## src/rtl/arp_pkg.sv

```systemverilog
// ARP constants, field offsets and receive FSM states, shared by the ARP
// receiver and transmitter.
package arp_pkg;

  localparam logic [15:0] ARP_HTYPE_ETH  = 16'h0001;
  localparam logic [15:0] ARP_PTYPE_IPV4 = 16'h0800;
  localparam logic [7:0]  ARP_HLEN       = 8'd6;
  localparam logic [7:0]  ARP_PLEN       = 8'd4;
  localparam logic [15:0] ARP_OP_REQ     = 16'd1;
  localparam logic [15:0] ARP_OP_REPLY   = 16'd2;
  localparam int          ARP_MIN_LEN    = 28;
  localparam int          ARP_PAD_LEN    = 46;

  // Byte offsets of each field within the ARP payload.
  localparam logic [5:0] OFF_HTYPE = 6'd0;
  localparam logic [5:0] OFF_PTYPE = 6'd2;
  localparam logic [5:0] OFF_HLEN  = 6'd4;
  localparam logic [5:0] OFF_PLEN  = 6'd5;
  localparam logic [5:0] OFF_OPER  = 6'd6;
  localparam logic [5:0] OFF_SHA   = 6'd8;
  localparam logic [5:0] OFF_SPA   = 6'd14;
  localparam logic [5:0] OFF_THA   = 6'd18;
  localparam logic [5:0] OFF_TPA   = 6'd24;
  localparam logic [5:0] OFF_PAD   = 6'd28;

  typedef enum logic [1:0] {
    ST_IDLE,
    ST_RECV,
    ST_DONE
  } state_t;

endpackage

```

## src/rtl/arp_rx.sv

```systemverilog
// ARP receiver: parses payload bytes, validates the header against the local
// IP and emits reply triggers and cache-update strobes.
module arp_rx
  import arp_pkg::*;
#(
  parameter logic [31:0] P_SRC_IP  = {8'd192, 8'd168, 8'd10, 8'd1},
  parameter int          P_MIN_LEN = ARP_MIN_LEN
) (
  input  logic        i_clk,
  input  logic        i_rst,
  input  logic [31:0] i_src_ip,
  input  logic        i_src_ip_valid,
  input  logic [7:0]  i_mac_data,
  input  logic        i_mac_valid,
  input  logic        i_mac_last,
  output logic        o_trig_reply,
  output logic [47:0] o_reply_mac,
  output logic [31:0] o_reply_ip,
  output logic [47:0] o_recv_mac,
  output logic [31:0] o_recv_ip,
  output logic [15:0] o_recv_op,
  output logic        o_recv_valid
);

  state_t      state;
  logic [5:0]  cnt;
  logic        runt;
  logic [31:0] local_ip;
  logic [31:0] ip_at_last;
  logic [15:0] htype, ptype, oper;
  logic [7:0]  hlen, plen;
  logic [47:0] sha;
  logic [31:0] spa, tpa;

  logic accept;
  logic capture;

  assign capture = i_mac_valid && (state != ST_DONE);

  // TPA is compared with the local IP snapshot taken on the last beat, so a
  // concurrent i_src_ip_valid only affects later frames.
  assign accept = !runt && (int'(cnt) >= P_MIN_LEN)
               && (htype == ARP_HTYPE_ETH) && (ptype == ARP_PTYPE_IPV4)
               && (hlen == ARP_HLEN) && (plen == ARP_PLEN)
               && ((oper == ARP_OP_REQ) || (oper == ARP_OP_REPLY))
               && (tpa == ip_at_last);

  // NOTE: all state here is sequential, so every assignment is non-blocking;
  // blocking ones would let later reads in this block see same-cycle updates.
  always_ff @(posedge i_clk or posedge i_rst) begin
    if (i_rst) begin
      state        <= ST_IDLE;
      cnt          <= '0;
      runt         <= 1'b0;
      local_ip     <= P_SRC_IP;
      ip_at_last   <= '0;
      htype        <= '0;
      ptype        <= '0;
      oper         <= '0;
      hlen         <= '0;
      plen         <= '0;
      sha          <= '0;
      spa          <= '0;
      tpa          <= '0;
      o_trig_reply <= 1'b0;
      o_reply_mac  <= '0;
      o_reply_ip   <= '0;
      o_recv_mac   <= '0;
      o_recv_ip    <= '0;
      o_recv_op    <= '0;
      o_recv_valid <= 1'b0;
    end else begin
      o_trig_reply <= 1'b0;
      o_recv_valid <= 1'b0;

      if (i_src_ip_valid) local_ip <= i_src_ip;

      // cnt is zero in IDLE, so it indexes the byte in every capturing state.
      if (capture) begin
        case (cnt) inside
          [OFF_HTYPE:OFF_PTYPE-1]: htype <= {htype[7:0], i_mac_data};
          [OFF_PTYPE:OFF_HLEN-1]:  ptype <= {ptype[7:0], i_mac_data};
          OFF_HLEN:                hlen  <= i_mac_data;
          OFF_PLEN:                plen  <= i_mac_data;
          [OFF_OPER:OFF_SHA-1]:    oper  <= {oper[7:0], i_mac_data};
          [OFF_SHA:OFF_SPA-1]:     sha   <= {sha[39:0], i_mac_data};
          [OFF_SPA:OFF_THA-1]:     spa   <= {spa[23:0], i_mac_data};
          [OFF_TPA:OFF_PAD-1]:     tpa   <= {tpa[23:0], i_mac_data};
          default: ;
        endcase
      end

      case (state)
        ST_IDLE: begin
          if (i_mac_valid) begin
            cnt  <= 6'd1;
            runt <= i_mac_last;
            if (i_mac_last) begin
              ip_at_last <= local_ip;
              state      <= ST_DONE;
            end else begin
              state <= ST_RECV;
            end
          end
        end
        ST_RECV: begin
          if (i_mac_valid) begin
            if (cnt != 6'd63) cnt <= cnt + 6'd1;
            if (i_mac_last) begin
              ip_at_last <= local_ip;
              state      <= ST_DONE;
            end
          end else begin
            cnt   <= '0;
            state <= ST_IDLE;
          end
        end
        ST_DONE: begin
          if (accept) begin
            o_recv_valid <= 1'b1;
            o_recv_mac   <= sha;
            o_recv_ip    <= spa;
            o_recv_op    <= oper;
            if (oper == ARP_OP_REQ) begin
              o_trig_reply <= 1'b1;
              o_reply_mac  <= sha;
              o_reply_ip   <= spa;
            end
          end
          cnt   <= '0;
          runt  <= 1'b0;
          state <= ST_IDLE;
        end
        default: state <= ST_IDLE;
      endcase
    end
  end

endmodule

```

## config.mk

```make
export PLATFORM = sky130hd
export DESIGN_NAME = arp_rx
export DESIGN_NICKNAME = d
export VERILOG_FILES = /design/src/rtl/arp_pkg.sv /design/src/rtl/arp_rx.sv
export SDC_FILE = /design/constraint.sdc
export NUM_CORES = 1
export LEC_CHECK = 0
export CAP_MARGIN = 20
export CORE_MARGIN = 2
export CORE_UTILIZATION = 45
export DETAILED_ROUTE_END_ITERATION = 8
export HOLD_SLACK_MARGIN = 0.12
export PLACE_DENSITY = 0.69
export SYNTH_ARGS = -nofsm -noshare
export SYNTH_HDL_FRONTEND = slang
export SYNTH_SLANG_ARGS = --single-unit
```

## constraint.sdc

```tcl
create_clock -name i_clk -period 13.4 [get_ports i_clk]
set_input_delay 2.68 -clock i_clk [delete_from_list [all_inputs] [get_ports i_clk]]
set_output_delay 2.68 -clock i_clk [all_outputs]
set_load 0.05 [all_outputs]
```

; ---- Word level (Yosys, flattened, before mapping)
; Index checks and enable logic that the tools add are counted.
; W data, S select, Z words.
[totals]
ff_bits = 427
latchBits = 0
ram_bits = 0
rom_bits = 0
input_bits = 45
out_inout_bits = 178
memories = 0
[classes]
add_sub_neg = 1
mul = 0
div_mod_pow = 0
magnitude_cmp = 13
eq_ne = 16
shifts = 0
mux = 16
n_bitwise = 7
reduce_logical = 34
[ops]
columns = cell, count
row1 = $eq A16 B1 Y1 const B, 2
row2 = $eq A32 B32 Y1, 1
row3 = $mux W6, 3
row4 = $pmux W6 S3, 1
row5 = $eq A16 B12 Y1 const B, 1
row6 = $eq A16 B2 Y1 const B, 1
row7 = $eq A8 B3 Y1 const B, 2
row8 = $logic_and A1 B1 Y1, 14
row9 = $eq A6 B3 Y1 const B, 2
row10 = $ge A6 B4 Y1 const B, 2
row11 = $ge A6 B5 Y1 const B, 2
row12 = $le A6 B5 Y1 const B, 2
row13 = $reduce_and A3 Y1, 4
row14 = $reduce_and A9 Y1, 1
row15 = $mux W2, 4
row16 = $reduce_and A2 Y1, 4
row17 = $reduce_and A8 Y1, 1
row18 = $not A1 Y1, 7
row19 = $reduce_and A7 Y1, 1
row20 = $add A6 B1 Y6 const B, 1
row21 = $ge A6 B1 Y1 const B, 1
row22 = $ge A6 B2 Y1 const B, 1
row23 = $ge A6 B3 Y1 const B, 1
row24 = $le A6 B1 Y1 const B, 1
row25 = 20 further kinds, 27

; ---- Logic depth before layout (Yosys ltp)
; Gate-level depths: netlist (run 1).
[depth]
ltp_word = 10
mapped_depth = 10

; ---- Worst setup path after synthesis (run 1)
; Ideal clock, no wire load.
[synth_timing]
path_type = input to register
startpoint = input i_mac_valid
endpoint = register sha[0]
setup_ns = 0.125
arrival_ns = 4.231
slack_ns = 9.045
stages = 5
n_path_buf = 2
cell_sequence = nand2_1 -> a2111oi_0 -> clkbuf_1 -> buf_2 -> mux2_2
[synth_via]
elab_chain_cells = 2
[synth_rtl]
columns = item, line
row1 = "start, declared", arp_rx.sv:14  ; input logic i_mac_valid,
row2 = $logic_and A1 B1 Y1, arp_rx.sv:38  ; assign capture = i_mac_valid && (state != ST_DONE);
row3 = $reduce_and A7 Y1 (no line), n/a
row4 = "end signal, assigned", arp_rx.sv:86  ; [OFF_SHA:OFF_SPA-1]: sha <= {sha[39:0], i_mac_data};
row5 = "end, declared", arp_rx.sv:32  ; logic [47:0] sha;
; No other way between the ends.
; A chain may end at the register's enable or synchronous reset.

==> results.md, run 1 <==
* Clk_lat worst skew at about 570 ps
* Setup TNS at 0 ps
* Min cycle time layout at 4929 ps
* Cell taking the most area after synthesis: dfrtp_1
* Post-Syn Nets at about 1,100
* CTS buffer count at 45
* Asr flop ratio synth at 1.000
* Worst Path Arrival at between 5000 and 6000 ps
* ANT nets after route at 0
* # port buffers at 222
* Layout Cell Area excl Fill at 21,300 µm²
* # diodes at 0
* Initial Util at 0.4549
* Finished Core Util at 0.5669
* Placed cell areas at around 20,000 µm²
* # setup viols final at 0
* Pin count of the biggest net entering global routing at ~180
* Ratio of cells with drive above 1 in the final layout at 0.3637
* Synth Flop Type: dfrtp_1
* Drt drc at 0
* Vias in the first global route at approximately 9,800
* CTS max path bufs at 3
* Worst Clk Skew at 28.62 ps
* Hold-fix buffer count after cts at 0
* Post-CTS resize count at 0
* Pwr dens at about 140 nW/µm²
* Sw Share at 0.2429
* WS Path Type: in -> async
* Warning count from the yosys run at 0
* RSZ-0062 raised after global routing: false
* Post-Synthesis Cells at about 1,100
* Multi-input gate area at about 6100 µm²
* Min-delay worst type: reg -> reg
* Post-synth EDFFs at 0
* Overflow after GRT at 0
* Dpl cells at 1,782
* CP required at roughly 14,000 ps
* TritonCTS clock tree: done
* Final Hold Viols at 0
* First-pass GRT wire length at 57,490 µm
* Syn avg cell area at roughly 16 µm²
* Root Buffer Master: clkbuf_16
* Area share of the largest cell type after synthesis at 0.6134
* Slew Limit Headroom at 0.2759
* GP Congestion at between 0.8 and 0.9
* I/O pin count at roughly 220
* Core footprint at roughly 38,000 µm²
* Seq pwr share at 0.489
* NetSw at 729.8 µW
* Logic pwr share at 0.101
* Synth unique cells at 44
* Final #Nets at about 1,400
* Initial antenna violation count at 0
* Seq/Total Area, Yosys at 0.6257
* DR vias at 9,627
* Via/cell ratio at a little over 5
* Peak supply drop at 0.1062 mV
* CP Launch Type: input port
* Die ar. at 39,560 µm²
* Largest cells by area after synthesis: dfrtp_1, mux2_2, mux2_4, xnor2_1, dfstp_2
* Post-Syn Area at 17,090 µm²
* Die Y-Extent at around 200 µm
* Tot GR Track Use at 0.1881
* CTS clk-pin slew, worst paths at approximately 60 ps
* Max Cap Viol at 0
* Pleak at between 0.009 and 0.01 µW
* DRT Pass-1 Iters at 4
* CTS H-tree depth at 2
* Synth-to-layout area growth at 24.62%
* Finished Layout Cells at ~1,900
* TritonCTS Sinks at between 400 and 500
* Worst Setup End Kind: asynchronous set/reset pin
* Crit Path Max Fanout at approximately 180
* Fmax at 0.2029 GHz
* Worst slew pin tran at between 1000 and 1500 ps
* Die W at roughly 200 µm
* Clk pwr share at 0.410
* Pint at 2275 µW
* Final wirelength at roughly 36,000 µm
* 1st-iter DRT viols at 430
* Final cycle utilization of the critical path at 0.3678
* Register area at between 10,000 and 15,000 µm²
* Synthesis-stage register bit count at 427
* Buffers inserted by post-CTS timing repair at 0
* HPWL Detailed at ~24,000 µm
* Max Slew Vio Count at 0
* Std cell rows at 71
* Wire per inst at approximately 20 µm
* Outcome: completed
* Filler instances at roughly 3,000
==> area by class of cell <==
| cell class | instances | share of cell area |
|---|---|---|
| clock inverter | 14 | 0.008340 |
| tap | 511 | 0.03001 |
| inverter | 12 | 0.002291 |
| sequential | 427 | 0.5021 |
| clock buffer | 65 | 0.06061 |
| multi-input combinational | 596 | 0.2869 |
| timing repair buffer | 236 | 0.1098 |
==> state kept, by name, indices dropped and copies added, names as in the netlist, 2 cells and up <==
| name | cells |
|---|---|
| cnt | 6 |
| o_recv_op | 16 |
| sha | 48 |
| o_reply_ip | 32 |
| hlen | 8 |
| tpa | 32 |
| ptype | 16 |
| htype | 16 |
| o_recv_mac | 48 |
| state | 2 |
| local_ip | 32 |
| plen | 8 |
| spa | 32 |
| ip_at_last | 32 |
| oper | 16 |
| o_reply_mac | 48 |
| o_recv_ip | 32 |
==> worst max-delay path: stages <==
cell and delay (ps):
clkdlybuf4s50_1 440, clkinvlp_4 520, buf_4 840, buf_12 720
==> cells in the mapped netlist (all sizes together) (3+ instances only) <==
master and instances:
inv 12, nand2 20, xnor2 25, nor2b 17, o21ai 12, nor4b 14
nor3 5, a21oi 3, dfstp 8, ha 7, o211ai 4, nand4 14
nor2 13, dfrtp 419, nand3 11, nor4 20, buf 26, xor2 3
o22ai 3, clkbuf 22, mux2 400, nand2b 6
==> power groups by stage <==
stage	combinational [µW]	clock [µW]	sequential, µW
4_1_cts	308	1270	1470
5_1_grt	338	1320	1480
2_1_floorplan	237	0	1460
6_report	303	1230	1470
3_3_place_gp	297	0	1490
3_5_place_dp	306	0	1490
==> worst paths after layout <==
path / depth (start not counted) / to / start / slack, ps
max: 4 / htype[14]$_DFFE_PP0P_ / i_rst / 8470
min: 1 / o_reply_ip[2]$_DFFE_PP0P_ / o_reply_ip[2]$_DFFE_PP0P_ / 490
max reg2reg: 10 / o_reply_ip[7]$_DFFE_PP0P_ / state[0]$_DFFE_PP0P_ / 9270
min reg2reg: 1 / o_reply_ip[2]$_DFFE_PP0P_ / o_reply_ip[2]$_DFFE_PP0P_ / 490
max in group i_clk: 5 / sha[40]$_DFFE_PP0P_ / i_mac_valid / 8600
min in group asynchronous: 2 / o_recv_ip[16]$_DFFE_PP0P_ / i_rst / 2580
==> through the flow <==
stage / hold slack [ps] / setup WS [ps] / power (µW)
CTS: 493.2 / 8422 / 3044
detailed placement: 478.4 / 7815 / 1801
global route: 506.2 / 8009 / 3139
finish: 487.4 / 8471 / 3005
floorplan: 470.8 / 4963 / 1697
global placement: 469.0 / 7853 / 1788
==> routing by layer <==
metal  GRT usage  up-vias  wire, µm
li1            -     4343         -
met1      0.2694     5017     16950
met2      0.2914      228     16910
met3     0.03849       39      1940
met4     0.05390        0       594
met5           0        -         0
==> layout by cell type, fill, tap and decap left out, types with 7 or more instances in the layout <==
master           Yosys  final
nor2b_1             17     17
nand3_1             11     11
clkbuf_8             0      9
o21ai_0             11     11
mux2_4              70     70
nor4b_1             13     13
buf_4                0     13
dfstp_2              8      8
nand4_1             14     14
dfrtp_1            419    419
nor2_1              13     13
inv_1               12     11
mux2_2             321    321
clkbuf_1            22     11
xnor2_1             25     25
clkdlybuf4s50_1      0    222
nor4_1              17     17
nand2_1             20     20
mux2_1               9      9
clkbuf_16            0     45
ha_1                 7      7
==> cells by family after synthesis <==
kind of cell / after synthesis / share of synthesized area
flops: 427 / 0.6257
mux: 400 / 0.2789
simple gates: 130 / 0.04692
buf+inv: 60 / 0.01757
compound gates: 31 / 0.01149
xor+xnor: 28 / 0.01435
fa+ha+maj: 7 / 0.005123
(Power assumes the default switching activity.)
==> run 2: changes to the inputs <==
- clock period: 13.4 -> 4.5 ns (I/O delays scaled with it)
==> run 2 against run 1 <==
Critical path depth is 5 higher; power grew to 2.9 times the previous value; sequential cell count stayed put; die area stayed put; combinational power grew to 3.0 times the previous value; routed wire length is 0.52% lower; design area is 0.24% higher; core utilization is 0.13 points higher.
==> results.md, run 2 (synthesized netlist as in run 1, its figures left out) <==
* Fmax at 0.2969 GHz
* TritonCTS clock tree: done
* Ratio of cells with drive above 1 in the final layout at 0.3612
* Commonest non-fill, non-tap cells in the layout: dfrtp_1, mux2_2, clkdlybuf4s50_1, mux2_4, clkbuf_16
* Min-delay worst type: reg -> reg
* TritonCTS Sinks at approximately 430
* Worst Setup End Kind: register
* Final wirelength at roughly 36,000 µm
* Final Hold Viols at 0
* Drt drc at 0
* Crit path largest cell delay at about 570 ps
* # setup viols final at 0
* Stages on worst setup path at 9
* Crit path buf inv count at 2
* CP Launch Type: register
* Overflow after GRT at 0
* CP max-delay cell: nor4_4
* Tot GR Track Use at 0.1868
* Flop2flop setup slack at between 1000 and 1500 ps
* RSZ-0062 raised after global routing: false
* Initial Util at 0.4549
* Finished Core Util at 0.5682
* 1st-iter DRT viols at 501
* CTS clk-pin slew, worst paths at approximately 60 ps
* Via/cell ratio at slightly above 5
* Std cell rows at 71
* Buffers inserted by post-CTS timing repair at 0
* R2R depth at 9
* Worst slew pin tran at between 800 and 900 ps
* Wire per inst at 19.42 µm
* Die W at between 150 and 200 µm
* # diodes at 0
* Max Cap Viol at 0
* Outcome: completed
* Hold-fix buffer count after cts at 0
* CTS buffer count at 44
* RR Endpoint: o_reply_mac[10]$_DFFE_PP0P_
* Final #Nets at around 1,400
* # port buffers at about 220
* Finished Layout Cells at around 1,900
* Worst Hold Launch: o_reply_ip[2]$_DFFE_PP0P_
* Synth-to-layout area growth at 24.92%
* Slew Limit Headroom at 0.4050
* CP required at 4940 ps
* Die Y-Extent at roughly 200 µm
* DRT Pass-1 Iters at 4
* WS Path Type: reg -> reg
* Dpl cells at 1,787
* CTS H-tree depth at 2
* DR vias at around 9,700
* WHS at ~480 ps
* Pleak at 0.009909 µW
* Worst Path Arrival at ~3800 ps
* Commonest non-fill, non-tap cell in the layout: dfrtp_1
* ANT nets after route at 0
* Vias in the first global route at just under 10,000
* Biggest regs: o_recv_mac (48), o_reply_mac (48), sha (48)
* I/O pin count at about 220
* Hold Path End: o_reply_ip[2]$_DFFE_PP0P_
* Die ar. at roughly 40,000 µm²
* GP Congestion at approximately 0.85
* Core footprint at approximately 38,000 µm²
* Min cycle time layout at roughly 3400 ps
* First-pass GRT wire length at roughly 57,000 µm
* Crit Path Max Fanout at 21
* Hold Path Cell Cnt at 1
* Worst Clk Skew at about 17 ps
* Post-CTS resize count at 0
* Root Buffer Master: clkbuf_16
* Cell chain of the critical path: inv_1, ha_1, nor4b_2, nand4_1, nor4_2, nand3_1, nor4_4, buf_4, mux2_4
* Pin count of the biggest net entering global routing at 109
* CTS max path bufs at 3
* Initial antenna violation count at 0
* Power, Total at 8802 µW
* HPWL Detailed at ~25,000 µm
* Max Slew Vio Count at 0
* Final cycle utilization of the critical path at 0.7484
* Cell family with most CP delay: simple AND/OR/NAND/NOR gates
* Filler instances at around 3,000
* Peak supply drop at 0.3018 mV
* Pwr dens at between 400 and 500 nW/µm²
* Reg2reg start: state[0]$_DFFE_PP0P_
* Clk_lat worst skew at roughly 560 ps
## run 2: final cells by class
type,count,area [µm²],area share
clock buffers,72,1328,0.06217
clock inverters,6,66.31,0.003106
inverters,12,48.80,0.002285
multi-input cells,596,6111,0.2862
flip-flops and latches,427,10700,0.5009
well taps,511,639.4,0.02994
repair buffers,241,2465,0.1154
## run 2: layer usage
layer  global-route usage  vias to the layer above  part of all wire
li1                     -                     4375                 -
met2               0.2839                      230              0.46
met3              0.03459                       52             0.052
met5                    0                        -                 0
met4              0.05694                        0             0.022
met1               0.2734                     5000              0.47
## run 2: stage by stage
stage          setup WS (ps)  setup TNS, ps  instance area [µm²]
4_1_cts                 1107              0                21350
2_1_floorplan          -2157        -908260                17100
6_report                1132              0                21350
5_1_grt                915.0              0                21350
3_3_place_gp            1089              0                19960
3_5_place_dp            1015              0                19960
## run 2: how the worst max path moves through the flow
stage,start,endpoint,slack [ps]
2_1_floorplan,i_rst,cnt[0]$_DFFE_PP0P_,-2160
3_3_place_gp,i_mac_valid,sha[41]$_DFFE_PP0P_,1090
3_5_place_dp,i_mac_valid,sha[19]$_DFFE_PP0P_,1020
4_1_cts,state[0]$_DFFE_PP0P_,o_reply_mac[10]$_DFFE_PP0P_,1110
5_1_grt,state[0]$_DFFE_PP0P_,o_reply_mac[2]$_DFFE_PP0P_,920
6_report,state[0]$_DFFE_PP0P_,o_reply_mac[10]$_DFFE_PP0P_,1130
## run 2: where the power goes
group / switching, µW / internal [µW] / total, µW
logic: 438 / 478 / 916
registers: 239 / 4140 / 4370
clock network: 1440 / 2070 / 3510
==> run 3: changes to the inputs <==
- clock period: 4.5 -> 2.7 ns (I/O delays scaled with it)
==> run 3 against run 2 <==
Core utilization increased by 1.8 points; clock power grew 67%; first-iteration DRC count is 5.8% lower; critical path depth unchanged; die area unchanged; global-route usage increased by 0.083 points; sequential cell count unchanged; worst setup slack lost 1100 ps; fmax up 25%; sequential share of layout area decreased by 1.5 points; non-clock buffer count increased by 46; cell count grew 2.5%; critical endpoint is now o_reply_mac[25]$_DFFE_PP0P_; largest power group unchanged.
==> results.md, run 3 (synthesized netlist as in run 1, its figures left out) <==
* Outcome: completed
* Reg2reg start: tpa[27]$_DFFE_PP0P_
* Setup TNS at 0 ps
* Pwr dens at 673.3 nW/µm²
* Placed cell areas at 20,430 µm²
* Cell chain of the critical path: xnor2_1, nand4_1, nor4b_1, nand2_1, nor4_4, buf_4, buf_12, buf_12, mux2_4
* WS Path Type: reg -> reg
* Finished Layout Cells at between 1,500 and 2,000
* Max Slew Vio Count at 0
* Std cell rows at 71
* Overflow after GRT at 0
* TritonCTS clock tree: done
* I/O pin count at 223
* Tot GR Track Use at 0.1877
* Pin count of the biggest net entering global routing at between 70 and 80
* ANT nets after route at 0
* Wire per inst at 19.28 µm
* Drt drc at 0
* Final #Nets at approximately 1,400
* Commonest non-fill, non-tap cells in the layout: dfrtp_1, mux2_2, clkdlybuf4s50_1, mux2_4, clkbuf_16
* HPWL Detailed at between 20,000 and 30,000 µm
* CTS H-tree depth at 2
* Commonest non-fill, non-tap cell in the layout: dfrtp_1
* 1st-iter DRT viols at approximately 470
* Final wirelength at about 37,000 µm
* Pleak at ~0.010 µW
* RSZ-0062 raised after global routing: true
* RR Endpoint: o_reply_mac[25]$_DFFE_PP0P_
* Dpl cells at 1,828
* DR vias at 9,837
* Die ar. at slightly below 40,000 µm²
* Slew Limit Headroom at 0.5794
* Biggest regs: o_recv_mac (48), o_reply_mac (48), sha (48)
* Final Hold Viols at 0
* Max Cap Viol at 0
* Peak supply drop at 0.4457 mV
* Power, Total at ~15,000 µW
* CTS max path bufs at 3
* TritonCTS Sinks at between 400 and 500
* Flop2flop setup slack at 5 ps
* Worst slew pin tran at 629.0 ps
* Min-delay worst type: in -> async
* Finished Core Util at 0.5859
* Worst Clk Skew at around 25 ps
* Filler instances at just under 3,000
* Multi-input gate area at 6191 µm²
* First-pass GRT wire length at a little under 60,000 µm
* Die Y-Extent at between 150 and 200 µm
* # port buffers at 222
* DRT Pass-1 Iters at 4
* Crit Path Max Fanout at 19
* Worst Path Arrival at 3130 ps
* CP Launch Type: register
* Via/cell ratio at 5.148
* Grt peak-use layer: met2
* GR met1 Demand/Resource at 0.2712
* Root Buffer Master: clkbuf_16
* Met2 global-route usage at 0.3003
* CP most frequent cell: buf_12
* Core footprint at approximately 38,000 µm²
* # diodes at 0
* Min cycle time layout at 2695 ps
* Fmax at approximately 0.37 GHz
* GP Congestion at 0.8425
* CP required at around 3100 ps
* CTS buffer count at 43
* Hold-fix buffer count after cts at 0
* R2R depth at 9
* Initial Util at 0.4549
* Final cycle utilization of the critical path at 0.9982
* Initial antenna violation count at 0
* Worst Setup End Kind: register
* Crit path largest cell delay at around 470 ps
* Synth-to-layout area growth at 28.79%
* Die W at slightly below 200 µm
* Layout Cell Area excl Fill at approximately 22,000 µm²
* Register area at 10,700 µm²
* Clk_lat worst skew at between 500 and 600 ps
* GRT met3 Usage at 0.03069
* CP max-delay cell: nor4b_1
* CTS clk-pin slew, worst paths at ~60 ps
* Ratio of cells with drive above 1 in the final layout at 0.3957
* # setup viols final at 0
* Vias in the first global route at around 10,000
## run 3: changes by cell type in the layout (fill, tap and decap cells not counted), moves of 4 or more
cell / before / now
clkinv_2: 2 / 8
buf_12: 8 / 20
clkbuf_1: 17 / 11
buf_4: 11 / 40
nor4_1: 17 / 13
## run 3: what timing repair did
item,CTS,global route
resized for setup,5,13
pin swaps,0,2
endpoints found under the setup margin,73,156
endpoints found under the hold margin,0,0
cloned,0,2
setup buffers,0,3
## run 3: how the worst max path moves through the flow
| stage | end | depth (start not counted) | slack [ps] | startpoint |
|---|---|---|---|---|
| 4_1_cts | o_reply_ip[6]$_DFFE_PP0P_ | 9 | 0.3 | htype[5]$_DFFE_PP0P_ |
| 6_report | o_reply_mac[25]$_DFFE_PP0P_ | 9 | 5 | tpa[27]$_DFFE_PP0P_ |
| 5_1_grt | o_reply_ip[7]$_DFFE_PP0P_ | 9 | -110 | ptype[13]$_DFFE_PP0P_ |
| 2_1_floorplan | cnt[0]$_DFFE_PP0P_ | 1 | -3600 | i_rst |
| 3_3_place_gp | o_reply_ip[6]$_DFFE_PP0P_ | 9 | -50 | htype[5]$_DFFE_PP0P_ |
| 3_5_place_dp | o_reply_ip[6]$_DFFE_PP0P_ | 9 | -90 | htype[5]$_DFFE_PP0P_ |
## run 3: report_power, final
part           internal [µW]  switching (µW)  leakage, µW  total, µW
clock network           3430            2430     0.000697       5860
registers               6890             412      0.00577       7300
logic                    887             772      0.00378       1660
## run 3: metrics by stage
step | worst slack [ps] | hold slack (ps)
after floorplan | -3597 | 470.8
after global placement | -46.74 | 478.7
after detailed placement | -88.77 | 484.5
after CTS | 0.2647 | 348.2
after global routing | -109.3 | 371.7
final | 4.880 | 364.8
## run 3: per-layer routing
| metal | part of all wire | vias up | wire (µm) |
|---|---|---|---|
| met5 | 0 | - | 0 |
| met4 | 0.016 | 0 | 580 |
| met1 | 0.47 | 5109 | 17340 |
| met2 | 0.47 | 208 | 17400 |
| met3 | 0.041 | 41 | 1529 |
| li1 | - | 4479 | - |
## run 3: layout make-up
type,instances,area share
inverters,12,0.002217
clock buffers,64,0.05700
well taps,511,0.02904
repair buffers,287,0.1373
flip-flops and latches,427,0.4858
clock inverters,14,0.007388
multi-input cells,596,0.2812
## run 3: worst max-delay path, delay by kind of cell (launching register included)
family,cells,cell delay [ps]
flops,1,380
buf+inv,3,520
xor+xnor,1,280
mux,1,320
simple gates,4,1060
